### src/rtl/seq_alu.sv
// Sequential ALU: single-cycle arithmetic/logic/compare ops plus an N-step
// shift-add multiplier and, when SEQ_ALU_DIV_EN is defined, an N-step
// restoring divider. Single-cycle results are written on the accepting edge.
// Multi-cycle results are written on the Nth edge after acceptance.
// done pulses for one cycle after every new result. start is only accepted in IDLE.
// Optional feature macro: SEQ_ALU_DIV_EN (enables opcode 1010 = unsigned divide).
module seq_alu #(
  parameter int N = 32
) (
  input  logic         clk,
  input  logic         rst,
  input  logic         start,
  input  logic [N-1:0] in0,
  input  logic [N-1:0] in1,
  input  logic [3:0]   ALUop,
  output logic         busy,
  output logic         done,
  output logic [N-1:0] out,
  output logic         zero
);

  localparam int CW = $clog2(N) + 1;
  localparam logic [CW-1:0] LAST = CW'(N - 1);

  localparam logic [3:0] OP_SUB  = 4'b0001;
  localparam logic [3:0] OP_AND  = 4'b0010;
  localparam logic [3:0] OP_OR   = 4'b0011;
  localparam logic [3:0] OP_XOR  = 4'b0100;
  localparam logic [3:0] OP_MUL  = 4'b0101;
  localparam logic [3:0] OP_LO   = 4'b0110;
  localparam logic [3:0] OP_HI   = 4'b0111;
  localparam logic [3:0] OP_SLTU = 4'b1000;
  localparam logic [3:0] OP_SLT  = 4'b1001;
`ifdef SEQ_ALU_DIV_EN
  localparam logic [3:0] OP_DIV  = 4'b1010;
`endif

`ifdef SEQ_ALU_DIV_EN
  typedef enum logic [1:0] {IDLE = 2'd0, MUL = 2'd1, DIV = 2'd2} state_t;
`else
  typedef enum logic [1:0] {IDLE = 2'd0, MUL = 2'd1} state_t;
`endif

  state_t          state;
  state_t          state_nxt;
  logic            accept;
  logic            finish;
  logic [CW-1:0]   cnt;
  logic [N-1:0]    hi;
  logic [N-1:0]    lo;
  // Shared iterative register: multiply keeps {partial_hi, multiplier},
  // divide keeps {remainder, dividend/quotient}. opb holds the fixed operand.
  logic [2*N-1:0]  work;
  logic [N-1:0]    opb;
  logic [N-1:0]    alu_res;
  logic [N:0]      mul_sum;
  logic [2*N-1:0]  mul_nxt;

  // One shift-add step: conditionally add multiplicand to the upper half, shift right.
  assign mul_sum = {1'b0, work[2*N-1:N]} + (work[0] ? {1'b0, opb} : {(N+1){1'b0}});
  assign mul_nxt = {mul_sum, work[N-1:1]};

`ifdef SEQ_ALU_DIV_EN
  logic [N:0]      div_trial;
  logic [2*N-1:0]  div_nxt;

  // One restoring step: shift in next dividend bit, keep the subtraction if it did not borrow.
  // A zero divisor never borrows, which yields quotient all-ones and remainder = dividend.
  assign div_trial = work[2*N-1:N-1] - {1'b0, opb};
  assign div_nxt   = div_trial[N] ? {work[2*N-2:0], 1'b0}
                                  : {div_trial[N-1:0], work[N-2:0], 1'b1};
`endif

  assign busy = (state != IDLE);
  assign zero = ~|out;

  // State register.
  always_ff @(posedge clk or posedge rst) begin
    if (rst) state <= IDLE;
    else     state <= state_nxt;
  end

  // Next-state: accept only in IDLE, leave a multi-cycle state after N steps.
  always_comb begin
    state_nxt = state;
    accept    = 1'b0;
    finish    = 1'b0;
    case (state)
      IDLE: begin
        if (start) begin
          accept = 1'b1;
          if (ALUop == OP_MUL) state_nxt = MUL;
`ifdef SEQ_ALU_DIV_EN
          else if (ALUop == OP_DIV) state_nxt = DIV;
`endif
        end
      end
      MUL: begin
        if (cnt == LAST) begin
          finish    = 1'b1;
          state_nxt = IDLE;
        end
      end
`ifdef SEQ_ALU_DIV_EN
      DIV: begin
        if (cnt == LAST) begin
          finish    = 1'b1;
          state_nxt = IDLE;
        end
      end
`endif
      default: state_nxt = IDLE;
    endcase
  end

  // Single-cycle result selection; undefined opcodes fall through to add.
  always_comb begin
    alu_res = in0 + in1;
    case (ALUop)
      OP_SUB:  alu_res = in0 - in1;
      OP_AND:  alu_res = in0 & in1;
      OP_OR:   alu_res = in0 | in1;
      OP_XOR:  alu_res = in0 ^ in1;
      OP_LO:   alu_res = lo;
      OP_HI:   alu_res = hi;
      OP_SLTU: alu_res = {{(N-1){1'b0}}, (in0 < in1)};
      OP_SLT:  alu_res = {{(N-1){1'b0}}, ($signed(in0) < $signed(in1))};
      default: ;
    endcase
  end

  // Datapath: load operands on acceptance, iterate while busy, publish results with a done pulse.
  always_ff @(posedge clk or posedge rst) begin
    if (rst) begin
      out  <= '0;
      done <= 1'b0;
      hi   <= '0;
      lo   <= '0;
      cnt  <= '0;
      work <= '0;
      opb  <= '0;
    end else begin
      done <= 1'b0;
      if (accept) begin
        cnt <= '0;
        if (ALUop == OP_MUL) begin
          work <= {{N{1'b0}}, in1};
          opb  <= in0;
        end
`ifdef SEQ_ALU_DIV_EN
        else if (ALUop == OP_DIV) begin
          work <= {{N{1'b0}}, in0};
          opb  <= in1;
        end
`endif
        else begin
          out  <= alu_res;
          done <= 1'b1;
        end
      end else if (state == MUL) begin
        work <= mul_nxt;
        cnt  <= cnt + 1'b1;
        if (finish) begin
          hi   <= mul_nxt[2*N-1:N];
          lo   <= mul_nxt[N-1:0];
          out  <= mul_nxt[N-1:0];
          done <= 1'b1;
        end
      end
`ifdef SEQ_ALU_DIV_EN
      else if (state == DIV) begin
        work <= div_nxt;
        cnt  <= cnt + 1'b1;
        if (finish) begin
          hi   <= div_nxt[2*N-1:N];
          lo   <= div_nxt[N-1:0];
          out  <= div_nxt[N-1:0];
          done <= 1'b1;
        end
      end
`endif
    end
  end

endmodule

### config.mk
export PLATFORM = sky130hd
export DESIGN_NAME = seq_alu
export DESIGN_NICKNAME = d
export VERILOG_FILES = /design/src/rtl/seq_alu.sv
export SDC_FILE = /design/constraint.sdc
export NUM_CORES = 1
export LEC_CHECK = 0
export CORE_MARGIN = 2
export CORE_UTILIZATION = 60
export CTS_BUF_LIST = sky130_fd_sc_hd__clkbuf_8
export DETAILED_ROUTE_END_ITERATION = 8
export PLACE_DENSITY = 0.82
export SLEW_MARGIN = 20
export SYNTH_ARGS = -nofsm -noshare
export SYNTH_HDL_FRONTEND = slang
export SYNTH_SLANG_ARGS = --single-unit
### constraint.sdc
create_clock -name clk -period 8.5 [get_ports clk]
set_input_delay 1.7 -clock clk [delete_from_list [all_inputs] [get_ports clk]]
set_output_delay 1.7 -clock clk [all_outputs]
set_load 0.01 [all_outputs]
==> parameters.txt <==
Parameter                              Value

Status
  Run status    finished clean

Power
  Clock Power Share    17.5%
  Power Density    215 mW/mm^2
  Seq pwr share    40.0%
  Switching share of power    43.4%
  Cell Int Power    2080 uW
  Maximum VDD drop    0.168 mV
  Leakage Power    0.00797 uW
  NetSw    1600 uW
  Part of the total power dissipated in combinational logic    42.4%

Yosys
  Most used DFF post-synth    sky130_fd_sc_hd__dfrtp_1
  Post-Syn Area    0.0155 sq mm
  Number of instances in the synthesized netlist    1959
  Sequential element share of the synthesized area    32.3%
  Proportion of netlist area held by the largest area contributor    32.3%
  Number of distinct library cells after synthesis    101
  Dominant cell type by area after synthesis    sky130_fd_sc_hd__dfrtp_1
  Synthesis warning total    0
  Cell types with the largest area share after synthesis    sky130_fd_sc_hd__dfrtp_1 32%, sky130_fd_sc_hd__ha_1 10%, sky130_fd_sc_hd__nand2_1 8.2%
  Number of enable flip-flop cells after synthesis    0
  FF+latch count, synth    200
  Mean instance size in the synthesized netlist    7.92 sq um
  Net Count, Synth    2162
  Share of async-settable or async-resettable flops after synthesis    100%

Finish
  Final net count    2187
  Commonest cells after routing, fill and taps aside    336 x sky130_fd_sc_hd__nand2_1, 199 x sky130_fd_sc_hd__dfrtp_1, 184 x sky130_fd_sc_hd__o21ai_0
  Post-synthesis to final-layout area growth    10.4%
  Most common cell after layout, fill and taps aside    sky130_fd_sc_hd__nand2_1
  Share of final-layout standard cells stronger than drive strength 1    5.71%
  Post-route insts no fill    2328
  Utilization after layout    67.8%

Clock network
  Clock transition at path regs    0.12 ns
  Post-CTS Setup Repair Bufs    0
  TritonCTS clock tree    done
  Clk sink count    200
  Post-cts hold buffer count    0
  Clk Latency, worst-skew pair    0.51 ns
  H-Tree Level Count    4
  Cells resized by post-CTS repair    0
  Clock Path Buffers    2
  Root Buffer Master    sky130_fd_sc_hd__clkbuf_8
  Cts bufs inserted    17

Global routing
  Wire length of the first global-routing pass    82600 um
  GRT Total Usage    40.0%
  Overflow left after global routing    0
  Initial antenna violation count    4
  Largest net degree at the start of global routing    128
  Number of global-route vias before repair    14648

Critical path
  CP arrival    5.32 ns
  Critical-path maximum fanout    20
  Endpoint type of the worst setup path    flip-flop
  Startpoint of the most critical setup path    ALUop[1]
  Worst-case reg-to-reg path depth    13
  Critical Path Start Type    input pin
  Setup slack of the worst register-to-register path    4.31 ns
  Count of buffer and inverter cells on the critical path    2
  Setup crit end    out[16]$_DFFE_PP0P_
  Top delay family on crit path    compound AO/OA/AOI/OAI gates
  RR Startpoint    work[0]$_DFFE_PP0P_
  CP max stage cell    sky130_fd_sc_hd__clkdlybuf4s50_1
  Req. time, crit path    8.87 ns
  Worst reg2reg endpoint    work[57]$_DFFE_PP0P_
  Critical path type    input pin to flip-flop
  Cells along the critical path    clkdlybuf4s50_1 > nand2_1 > or3_1 > buf_4 > nor2_1 > a21oi_1 > nand3_1 > a2111oi_0 > o21ai_0 > a22oi_1 > o31ai_1
  Number of logic stages on the critical path including buffering    11
  Highest cell delay on the worst timing path    0.85 ns

Detailed routing
  Wire length per cell after detailed routing    23.0 um
  Via total after detailed routing    15337
  DRC violation count after routing    0
  Remaining number of nets flagged by the antenna check after routing    0
  Final WL    53600 um
  Uppermost layer routed    met5
  Post-route met1 wirelength    22900 um
  Total iterations of the first detailed-routing run    6
  Length of routed met2 wiring    22900 um
  Routed vias/inst    6.59
  Number of DRC violations after detailed-routing iteration 0    1775
  Met3 WL    6180 um

Timing
  Max-Slew Margin vs Limit    24.7%
  Count of pins over their slew limit    0
  Number of endpoints with negative hold slack in the final report    0
  Final-layout setup total negative slack    0 ns
  Actual transition at the worst max-transition pin    1.13 ns
  Final setup violating endpoints    0
  Post-route clock period utilization    58.2%
  RSZ-0062 raised after global routing    false
  Highest Clock Rate    202 MHz
  Maximum clock skew at final layout    0.0309 ns
  Final min period    4.95 ns

Placed design
  Number of cells in the design after placement    2295
  Half-perimeter wire length of the detailed placement result    38400 um
  Port-buffer cells    105
  Final RePlAce weighted congestion    1.04

Floorplan
  Number of placed I/O pins    106
  Initial cell density of the core    61.4%
  Total die area    0.0272 sq mm
  Row count    58
  Placeable core region    0.0253 sq mm
  Die width    165 um
  DIE HEIGHT    165 um

Flow run
  Count of max-cap constraint violations    0

Hold path
  Path type of the worst min-delay path    flip-flop to flip-flop
==> worst min path at each step <==
| stage | start | end | depth (start not counted) |
|---|---|---|---|
| 2_1_floorplan | hi[12]$_DFFE_PP0P_ | hi[12]$_DFFE_PP0P_ | 2 |
| 3_3_place_gp | opb[27]$_DFFE_PP0P_ | opb[27]$_DFFE_PP0P_ | 2 |
| 3_5_place_dp | opb[17]$_DFFE_PP0P_ | opb[17]$_DFFE_PP0P_ | 2 |
| 4_1_cts | lo[31]$_DFFE_PP0P_ | lo[31]$_DFFE_PP0P_ | 2 |
| 5_1_grt | lo[15]$_DFFE_PP0P_ | lo[15]$_DFFE_PP0P_ | 2 |
| 6_report | lo[11]$_DFFE_PP0P_ | lo[11]$_DFFE_PP0P_ | 2 |
==> flip-flops by register name, indices dropped and copies added, names as in the netlist <==
| name | flops |
|---|---|
| out | 32 |
| hi | 32 |
| cnt | 6 |
| state | 1 |
| done | 1 |
| work | 64 |
| lo | 32 |
| opb | 32 |
==> synth_stat cells, drive strengths merged, types with 28 or more instances <==
cell type / n
a21o: 28
a21oi: 157
and2: 38
buf: 31
clkbuf: 89
dfrtp: 200
ha: 129
inv: 108
nand2: 338
nor2: 145
nor3: 34
o21ai: 191
==> final cells by class <==
class / count / area (sq um)
diodes: 1 / 2.50
clock buffers: 17 / 234
clock inverters: 15 / 164
fillers: 2202 / 8130
inverters: 108 / 413
multi-input cells: 1531 / 9680
flip-flops and latches: 200 / 5010
well taps: 330 / 413
repair buffers: 126 / 1210
==> power groups by stage <==
stage | Combinational (uW) | Sequential [uW] | Clock, uW
final | 1560 | 1470 | 646
after global routing | 1710 | 1490 | 687
after CTS | 1540 | 1460 | 646
after detailed placement | 1530 | 1480 | 0
after global placement | 1500 | 1470 | 0
after floorplan | 1040 | 1400 | 0
==> metrics by stage <==
step           power (uW)  setup WS (ns)  hold slack (ns)  area, sq um
2_1_floorplan        2440           1.35            0.442        15500
3_3_place_gp         2970           3.21            0.455        16700
3_5_place_dp         3000           3.18            0.462        16700
4_1_cts              3640           3.69            0.489        17100
5_1_grt              3900           3.34            0.515        17100
6_report             3680           3.55            0.486        17100
==> routing by layer <==
metal  global-route usage, %  up-vias
met4                    12.6        2
li1                        -     6997
met3                    10.4      104
met5                       0        -
met2                    59.7      852
met1                    56.6     7382
==> logic make-up (layout without fill, tap and decap cells) <==
group	Yosys count	in the layout	share of synthesized area [%]
flops	200	200	32.3
compound gates	638	638	27.0
buf+inv	228	266	5.74
mux	22	22	1.51
simple gates	707	707	20.9
other cells	0	1	0
fa+ha+maj	132	132	10.8
xor+xnor	32	32	1.81
==> tightest hold or removal path, stage by stage, from the launching register on <==
cell and delay, ns:
sky130_fd_sc_hd__dfrtp_1 0.36, sky130_fd_sc_hd__nand2_1 0.05, sky130_fd_sc_hd__nand2_1 0.05
(Power assumes the default switching activity.)
